<file path="src/rtl/tx_intf_pkg.sv">
// Shared definitions for the tx interface command path.
// Contents:
//   - Default AXI word addresses for the command push and status/control registers.
//   - Bit offsets and widths of the fields in a tx command word.
//   - State encoding of the command FIFO output FSM.
package tx_intf_pkg;

  localparam logic [4:0] CMD_ADDR_DEF  = 5'h17;
  localparam logic [4:0] STAT_ADDR_DEF = 5'h18;

  // Command word layout; bits [23:14] are reserved and not forwarded.
  localparam int PKT_SN_LSB  = 0;
  localparam int PKT_SN_W    = 10;
  localparam int QUEUE_LSB   = 10;
  localparam int QUEUE_W     = 2;
  localparam int PRIO_LSB    = 12;
  localparam int PRIO_W      = 2;
  localparam int RETRY_LSB   = 24;
  localparam int RETRY_W     = 4;
  localparam int CW_MAX_LSB  = 28;
  localparam int CW_MAX_W    = 4;

  typedef enum logic [1:0] {
    S_EMPTY = 2'd0,
    S_FETCH = 2'd1,
    S_VALID = 2'd2
  } cmd_state_t;

endpackage

</file>
<file path="src/rtl/tx_cmd_fifo_mem.sv">
// Simple dual-port command store: one write port and one synchronous read
// port with a single cycle of read latency. No reset; contents are only
// meaningful where the owning FIFO has written them.
// Ports:
//   clk      in   clock for both ports
//   wr_en    in   write enable
//   wr_addr  in   write word address
//   wr_data  in   write data
//   rd_en    in   read enable; rd_data updates on the following edge
//   rd_addr  in   read word address
//   rd_data  out  registered read data
module tx_cmd_fifo_mem #(
  parameter int DEPTH_LOG2 = 6,
  parameter int WIDTH      = 32
) (
  input  logic                  clk,
  input  logic                  wr_en,
  input  logic [DEPTH_LOG2-1:0] wr_addr,
  input  logic [WIDTH-1:0]      wr_data,
  input  logic                  rd_en,
  input  logic [DEPTH_LOG2-1:0] rd_addr,
  output logic [WIDTH-1:0]      rd_data
);

  logic [WIDTH-1:0] mem [0:(1<<DEPTH_LOG2)-1];

  always_ff @(posedge clk) begin
    if (wr_en) mem[wr_addr] <= wr_data;
  end

  always_ff @(posedge clk) begin
    if (rd_en) rd_data <= mem[rd_addr];
  end

endmodule

</file>
<file path="src/rtl/tx_cmd_fifo.sv">
// Host-to-hardware tx command FIFO. The host pushes 32-bit command words over
// AXI-lite; the tx engine pops them in order through a valid/ready port whose
// fields are held in an output register refilled from a sync-read store.
// Optional feature macro: TX_CMD_FIFO_FLUSH_EN (write of bit0=1 to STAT_ADDR
// flushes all queued commands, including the one presented on cmd_*).
// Ports:
//   clk, rst            clock, asynchronous active-high reset
//   slv_reg_wren        AXI write strobe
//   axi_awaddr_core     AXI write word address
//   axi_wdata           AXI write data
//   slv_reg_rden        AXI read strobe
//   axi_araddr_core     AXI read word address
//   cmd_status_out      {overflow, zeros, occupancy}
//   cmd_valid           command on cmd_* is valid
//   cmd_ready           tx engine accepts the command
//   cmd_pkt_sn .. cmd_cw_max  fields of the presented command word
module tx_cmd_fifo
  import tx_intf_pkg::*;
#(
  parameter int         DEPTH_LOG2 = 6,
  parameter logic [4:0] CMD_ADDR   = CMD_ADDR_DEF,
  parameter logic [4:0] STAT_ADDR  = STAT_ADDR_DEF
) (
  input  logic        clk,
  input  logic        rst,
  input  logic        slv_reg_wren,
  input  logic [4:0]  axi_awaddr_core,
  input  logic [31:0] axi_wdata,
  input  logic        slv_reg_rden,
  input  logic [4:0]  axi_araddr_core,
  output logic [31:0] cmd_status_out,
  output logic        cmd_valid,
  input  logic        cmd_ready,
  output logic [9:0]  cmd_pkt_sn,
  output logic [1:0]  cmd_queue_idx,
  output logic [1:0]  cmd_linux_prio,
  output logic [3:0]  cmd_retry_limit,
  output logic [3:0]  cmd_cw_max
);

  localparam int DEPTH = 1 << DEPTH_LOG2;
  localparam int CNT_W = DEPTH_LOG2 + 1;

  logic [DEPTH_LOG2-1:0] wr_ptr;
  logic [DEPTH_LOG2-1:0] rd_ptr;
  logic [CNT_W-1:0]      count;
  logic                  overflow;
  cmd_state_t            state;

  logic                  push_req;
  logic                  full;
  logic                  push;
  logic                  pop;
  logic                  stat_rd;
  logic                  flush;
  logic [31:0]           rd_data;
  logic [CNT_W-1:0]      occupancy;
  logic                  unused_rd_bits;

  assign push_req = slv_reg_wren && (axi_awaddr_core == CMD_ADDR);
  // Full is taken from the registered count, so a pop in the same cycle
  // does not make room for a push.
  assign full     = (count == CNT_W'(DEPTH));
  assign push     = push_req && !full;
  assign stat_rd  = slv_reg_rden && (axi_araddr_core == STAT_ADDR);

`ifdef TX_CMD_FIFO_FLUSH_EN
  assign flush = slv_reg_wren && (axi_awaddr_core == STAT_ADDR) && axi_wdata[0];
`else
  assign flush = 1'b0;
`endif

  // A store pop refills the output register: either from idle, or right as
  // the presented command is accepted. Flush overrides any refill.
  assign pop = !flush && (count != '0) &&
               ((state == S_EMPTY) || ((state == S_VALID) && cmd_ready));

  // The command held in the output register counts as occupied.
  assign occupancy      = count + CNT_W'(state != S_EMPTY);
  assign cmd_status_out = {overflow, {(31-CNT_W){1'b0}}, occupancy};

  // Reserved command bits never reach the outputs.
  assign unused_rd_bits = ^rd_data[RETRY_LSB-1:PRIO_LSB+PRIO_W];

  tx_cmd_fifo_mem #(
    .DEPTH_LOG2 (DEPTH_LOG2),
    .WIDTH      (32)
  ) u_mem (
    .clk     (clk),
    .wr_en   (push),
    .wr_addr (wr_ptr),
    .wr_data (axi_wdata),
    .rd_en   (pop),
    .rd_addr (rd_ptr),
    .rd_data (rd_data)
  );

  always_ff @(posedge clk or posedge rst) begin
    if (rst) begin
      wr_ptr <= '0;
      rd_ptr <= '0;
      count  <= '0;
    end else if (flush) begin
      wr_ptr <= '0;
      rd_ptr <= '0;
      count  <= '0;
    end else begin
      if (push) wr_ptr <= wr_ptr + DEPTH_LOG2'(1);
      if (pop)  rd_ptr <= rd_ptr + DEPTH_LOG2'(1);
      if (push && !pop)      count <= count + CNT_W'(1);
      else if (pop && !push) count <= count - CNT_W'(1);
    end
  end

  // Sticky overflow; a dropped push in the same cycle as a status read
  // keeps the flag set.
  always_ff @(posedge clk or posedge rst) begin
    if (rst)                  overflow <= 1'b0;
    else if (push_req && full) overflow <= 1'b1;
    else if (stat_rd)          overflow <= 1'b0;
  end

  always_ff @(posedge clk or posedge rst) begin
    if (rst) begin
      state           <= S_EMPTY;
      cmd_valid       <= 1'b0;
      cmd_pkt_sn      <= '0;
      cmd_queue_idx   <= '0;
      cmd_linux_prio  <= '0;
      cmd_retry_limit <= '0;
      cmd_cw_max      <= '0;
    end else if (flush) begin
      state     <= S_EMPTY;
      cmd_valid <= 1'b0;
    end else begin
      case (state)
        S_EMPTY: begin
          if (count != '0) state <= S_FETCH;
        end
        S_FETCH: begin
          cmd_pkt_sn      <= rd_data[PKT_SN_LSB +: PKT_SN_W];
          cmd_queue_idx   <= rd_data[QUEUE_LSB  +: QUEUE_W];
          cmd_linux_prio  <= rd_data[PRIO_LSB   +: PRIO_W];
          cmd_retry_limit <= rd_data[RETRY_LSB  +: RETRY_W];
          cmd_cw_max      <= rd_data[CW_MAX_LSB +: CW_MAX_W];
          cmd_valid       <= 1'b1;
          state           <= S_VALID;
        end
        S_VALID: begin
          if (cmd_ready) begin
            cmd_valid <= 1'b0;
            state     <= (count != '0) ? S_FETCH : S_EMPTY;
          end
        end
        default: begin
          cmd_valid <= 1'b0;
          state     <= S_EMPTY;
        end
      endcase
    end
  end

endmodule

</file>
<file path="config.mk">
export PLATFORM = sky130hd
export DESIGN_NAME = tx_cmd_fifo
export DESIGN_NICKNAME = d
export VERILOG_FILES = /design/src/rtl/tx_intf_pkg.sv /design/src/rtl/tx_cmd_fifo_mem.sv /design/src/rtl/tx_cmd_fifo.sv
export SDC_FILE = /design/constraint.sdc
export NUM_CORES = 1
export LEC_CHECK = 0
export ABC_AREA = 0
export BUFFER_PORTS_ARGS = -buffer_cell sky130_fd_sc_hd__buf_4
export CORE_ASPECT_RATIO = 1.2
export CORE_MARGIN = 5
export CORE_UTILIZATION = 50
export DETAILED_ROUTE_END_ITERATION = 12
export GPL_ROUTABILITY_DRIVEN = 0
export PLACE_DENSITY = 0.66
export SLEW_MARGIN = 20
export SYNTH_ARGS = -nofsm -noshare
export SYNTH_HDL_FRONTEND = slang
export SYNTH_SLANG_ARGS = --single-unit
</file>
<file path="constraint.sdc">
create_clock -name clk -period 4.6 [get_ports clk]
set_input_delay 0.46 -clock clk [delete_from_list [all_inputs] [get_ports clk]]
set_output_delay 0.46 -clock clk [all_outputs]
set_load 0.02 [all_outputs]
</file>
==> metrics.txt <==
# TYPE chip_impl_metric gauge
chip_impl_metric{name="row_count",unit=""} 135
chip_impl_metric{name="fraction_of_final_layout_cells_with_drive_strength_greater_than_1",unit=""} 0.263
chip_impl_info{name="endpoint_of_the_most_critical_setup_path",value="count[5]"} 1
chip_impl_info{name="grt_setup_unrepaired",value="false"} 1
chip_impl_metric{name="starting_density_of_the_core",unit=""} 0.504
chip_impl_info{name="crit-reg2reg-capture",value="count[5]"} 1
chip_impl_metric{name="drc_violations",unit=""} 0
chip_impl_metric{name="drt_wl_total",unit="um"} 142000
chip_impl_metric{name="io_buffer_count",unit=""} 67
chip_impl_metric{name="grt_pass1_wl",unit="um"} 204000
chip_impl_metric{name="worstMarginPinSlew",unit="ns"} 1.20
chip_impl_metric{name="cts_post_setup_buffers_inserted",unit=""} 0
chip_impl_metric{name="timing.critical_path.required",unit="ns"} 5.20
chip_impl_info{name="min_path_type",value="primary input to register"} 1
chip_impl_metric{name="first_global_vias",unit=""} 28000
chip_impl_metric{name="hpwl",unit="um"} 82300
chip_impl_metric{name="yosysSeqAreaShare",unit=""} 0.772
chip_impl_metric{name="design.portCount",unit=""} 102
chip_impl_metric{name="area_enclosed_by_the_die_boundary",unit="um2"} 121000
chip_impl_metric{name="reg_to_reg_setup_timing_slack",unit="ns"} 1.03
chip_impl_metric{name="swShare",unit=""} 0.308
chip_impl_metric{name="finalNetCount",unit=""} 2930
chip_impl_metric{name="p_leak",unit="nW"} 20.8
chip_impl_metric{name="setup_total_negative_slack",unit="ns"} 0
chip_impl_metric{name="post-place-cells",unit=""} 4229
chip_impl_metric{name="post_drt_via_cell_ratio",unit=""} 6.27
chip_impl_metric{name="ant_nets",unit=""} 0
chip_impl_metric{name="maxCapViolations",unit=""} 0
chip_impl_metric{name="power.clock.fraction",unit=""} 0.301
chip_impl_metric{name="cts_hold_buffers_added",unit=""} 5
chip_impl_metric{name="timing.final.hold_violations",unit=""} 0
chip_impl_metric{name="cts.sinks",unit=""} 1475
chip_impl_metric{name="via_count",unit=""} 28100
chip_impl_metric{name="grt_max_degree",unit=""} 141
chip_impl_metric{name="syn_area",unit="um2"} 57100
chip_impl_metric{name="synth.area.mux_share",unit=""} 0.153
chip_impl_info{name="area_contributors_post_synth",value="edfxtp_1 75%, mux4_2 10%, mux2i_1 3.9%"} 1
chip_impl_metric{name="clock_tree.buffer_depth",unit=""} 3
chip_impl_metric{name="ir_drop",unit="V"} 0.000519
chip_impl_metric{name="final.setup_skew",unit="ns"} 0.0332
chip_impl_info{name="critical_path.startpoint_type",value="register"} 1
chip_impl_info{name="post-synth-top-count-cell",value="edfxtp_1"} 1
chip_impl_metric{name="finalCoreUtilization",unit=""} 0.568
chip_impl_metric{name="synth_enable_flop_cells",unit=""} 1430
chip_impl_info{name="critPathLaunch",value="count[2]"} 1
chip_impl_metric{name="floorplan.die.height",unit="um"} 380
chip_impl_metric{name="power_frac_seq",unit=""} 0.420
chip_impl_metric{name="fin_total_pwr",unit="mW"} 37.4
chip_impl_metric{name="h-tree-depth",unit=""} 4
chip_impl_metric{name="reg2regPathDepth",unit=""} 13
chip_impl_info{name="worstSetupEndpointType",value="register"} 1
chip_impl_metric{name="groute.usage.overall",unit=""} 0.233
chip_impl_metric{name="grt_antenna_before_repair",unit=""} 3
chip_impl_metric{name="setup_viol",unit=""} 0
chip_impl_metric{name="synth_simple_gate_area_frac",unit=""} 0.0173
chip_impl_metric{name="final_cell_count_without_fillers",unit=""} 4483
chip_impl_metric{name="cts-buffers-inserted",unit=""} 142
chip_impl_metric{name="synth-warning-count",unit=""} 0
chip_impl_info{name="cts_tree",value="built"} 1
chip_impl_info{name="cts-root-buf",value="clkbuf_16"} 1
chip_impl_metric{name="powerDensity",unit="nW/um2"} 582
chip_impl_metric{name="die_width",unit="um"} 318
chip_impl_info{name="outcome",value="complete, no violations"} 1
chip_impl_metric{name="signed_area_change_from_the_synthesized_netlist_to_the_final_layout",unit="%"} 12.6
chip_impl_metric{name="clk_latency",unit="ns"} 0.77
chip_impl_metric{name="timing.final.crit_period",unit="ns"} 3.57
chip_impl_info{name="main_combinational_cell_family_by_area_after_synthesis",value="multiplexers"} 1
chip_impl_info{name="critical_path.reg2reg.startpoint",value="count[2]"} 1
chip_impl_metric{name="synthesis.instances",unit=""} 2679
chip_impl_info{name="critPathKind",value="register to register"} 1
chip_impl_metric{name="yosys_register_bits",unit=""} 1475
chip_impl_metric{name="clk_pin_slew_worst_paths",unit="ns"} 0.06
chip_impl_metric{name="wl_per_cell",unit="um"} 31.8
chip_impl_metric{name="synth_compound_area_frac",unit=""} 0.0336
chip_impl_metric{name="cts_resized",unit=""} 0
chip_impl_metric{name="postSynthAreaPerCell",unit="um2"} 21.3
chip_impl_metric{name="maxSlewHeadroom",unit=""} 0.197
chip_impl_metric{name="final_max_slew_viol_count",unit=""} 0
chip_impl_metric{name="first_pass_iters",unit=""} 5
chip_impl_metric{name="yosys.area.top_type_share",unit=""} 0.753
chip_impl_metric{name="grt_overflow",unit=""} 0
chip_impl_metric{name="worstPathArrival",unit="ns"} 4.17
chip_impl_metric{name="internal",unit="mW"} 25.9
chip_impl_metric{name="p_comb_frac",unit=""} 0.280
chip_impl_metric{name="crit_fanout",unit=""} 9
chip_impl_info{name="synth_common_cells",value="1430 x edfxtp_1, 265 x mux4_2, 225 x mux2i_1"} 1
chip_impl_metric{name="p_switching",unit="mW"} 11.5
chip_impl_metric{name="synthDistinctLibCells",unit=""} 64
chip_impl_metric{name="xor_and_xnor_area_share_after_synthesis",unit=""} 0.00261
chip_impl_metric{name="achievable_clock_frequency",unit="GHz"} 0.280
chip_impl_metric{name="async_flop_share",unit=""} 0.0305
chip_impl_metric{name="synthAdderAreaFrac",unit=""} 0.00276
chip_impl_metric{name="layout_worst_path_cycle_share",unit=""} 0.776
chip_impl_info{name="synth_flop_cell",value="edfxtp_1"} 1
chip_impl_metric{name="core-area",unit="um2"} 113000
chip_impl_info{name="yosysTopAreaCell",value="edfxtp_1"} 1
chip_impl_metric{name="detailedRoute.firstIterationViolations",unit=""} 3435
==> per-stage QoR <==
| step | setup WS [ns] | cell area, um2 | hold slack (ns) |
|---|---|---|---|
| after floorplan | 1.52 | 57100 | 0.454 |
| final | 1.03 | 64200 | 0.266 |
| after CTS | 1.03 | 64200 | 0.234 |
| after global placement | 1.14 | 59700 | 0.464 |
| after detailed placement | 1.04 | 59700 | 0.473 |
| after global routing | 0.784 | 64200 | 0.270 |
==> sequential cells by signal (all words and copies together) (netlist names) <==
name / cells
u_mem.mem: 1408
u_mem.rd_data: 22
cmd_pkt_sn: 10
count: 7
rd_ptr: 6
wr_ptr: 6
cmd_cw_max: 4
cmd_retry_limit: 4
cmd_linux_prio: 2
cmd_queue_idx: 2
state: 2
cmd_valid: 1
overflow: 1
==> worst max-delay path, stage by stage, from the launching register on <==
cell	delay [ns]
dfrtp_1	0.49
nor4_2	0.54
nand3_1	0.13
buf_4	0.18
nand2_1	0.18
inv_2	0.15
ha_1	0.31
inv_1	0.23
ha_1	0.29
a21oi_1	0.19
a21boi_0	0.14
o21ai_0	0.23
nor4b_1	0.26
a221oi_1	0.09
==> final cells by class <==
class / count / area (um2)
antenna: 2 / 5.00
clock buffer: 187 / 3950
clock inverter: 60 / 500
fill: 8255 / 48900
inverter: 8 / 30.0
multi-input combinational: 1046 / 12200
sequential: 1475 / 44100
tap: 1507 / 1890
timing repair buffer: 198 / 1590
==> per-layer routing <==
metal | wire, um | vias to the layer above | GRT usage
li1 | - | 11500 | -
met1 | 54900 | 15000 | 0.320
met2 | 69400 | 1340 | 0.374
met3 | 12700 | 214 | 0.0519
met4 | 5450 | 2 | 0.0815
met5 | 13 | - | 0
==> how the worst min path moves through the flow <==
stage	startpoint	end	slack, ns	depth (start not counted)
after floorplan	u_mem.rd_data[13]	cmd_linux_prio[1]	0.45	1
after global placement	u_mem.rd_data[30]	cmd_cw_max[2]	0.46	1
after detailed placement	cmd_valid	cmd_valid	0.47	1
after CTS	axi_wdata[30]	u_mem.mem[49][30]	0.23	1
after global routing	axi_wdata[30]	u_mem.mem[49][30]	0.27	1
final	axi_wdata[2]	u_mem.mem[60][2]	0.27	1
==> cells in the final DEF (no fill, tap or decap), types with 41 or more instances in the layout <==
| cell type | instances |
|---|---|
| a211oi_1 | 46 |
| o22ai_1 | 70 |
| nand2_1 | 48 |
| dfrtp_1 | 41 |
| mux4_2 | 265 |
| mux2i_1 | 225 |
| mux2_2 | 43 |
| buf_4 | 186 |
| clkbuf_16 | 150 |
| nor2_2 | 66 |
| edfxtp_1 | 1430 |
==> power groups by stage <==
stage          Sequential (mW)  Combinational [mW]  Clock (mW)
2_1_floorplan             15.7                6.96           0
3_3_place_gp              15.9                10.3           0
3_5_place_dp              15.9                10.5           0
4_1_cts                   15.7                10.6        11.4
5_1_grt                   15.7                11.0        12.0
6_report                  15.7                10.5        11.2
==> logic make-up after synthesis <==
logic type / after synthesis
flops: 1475
mux: 533
other cells: 1
simple gates: 195
xor+xnor: 17
buf+inv: 181
compound gates: 265
fa+ha+maj: 12
(Power assumes the default switching activity.)
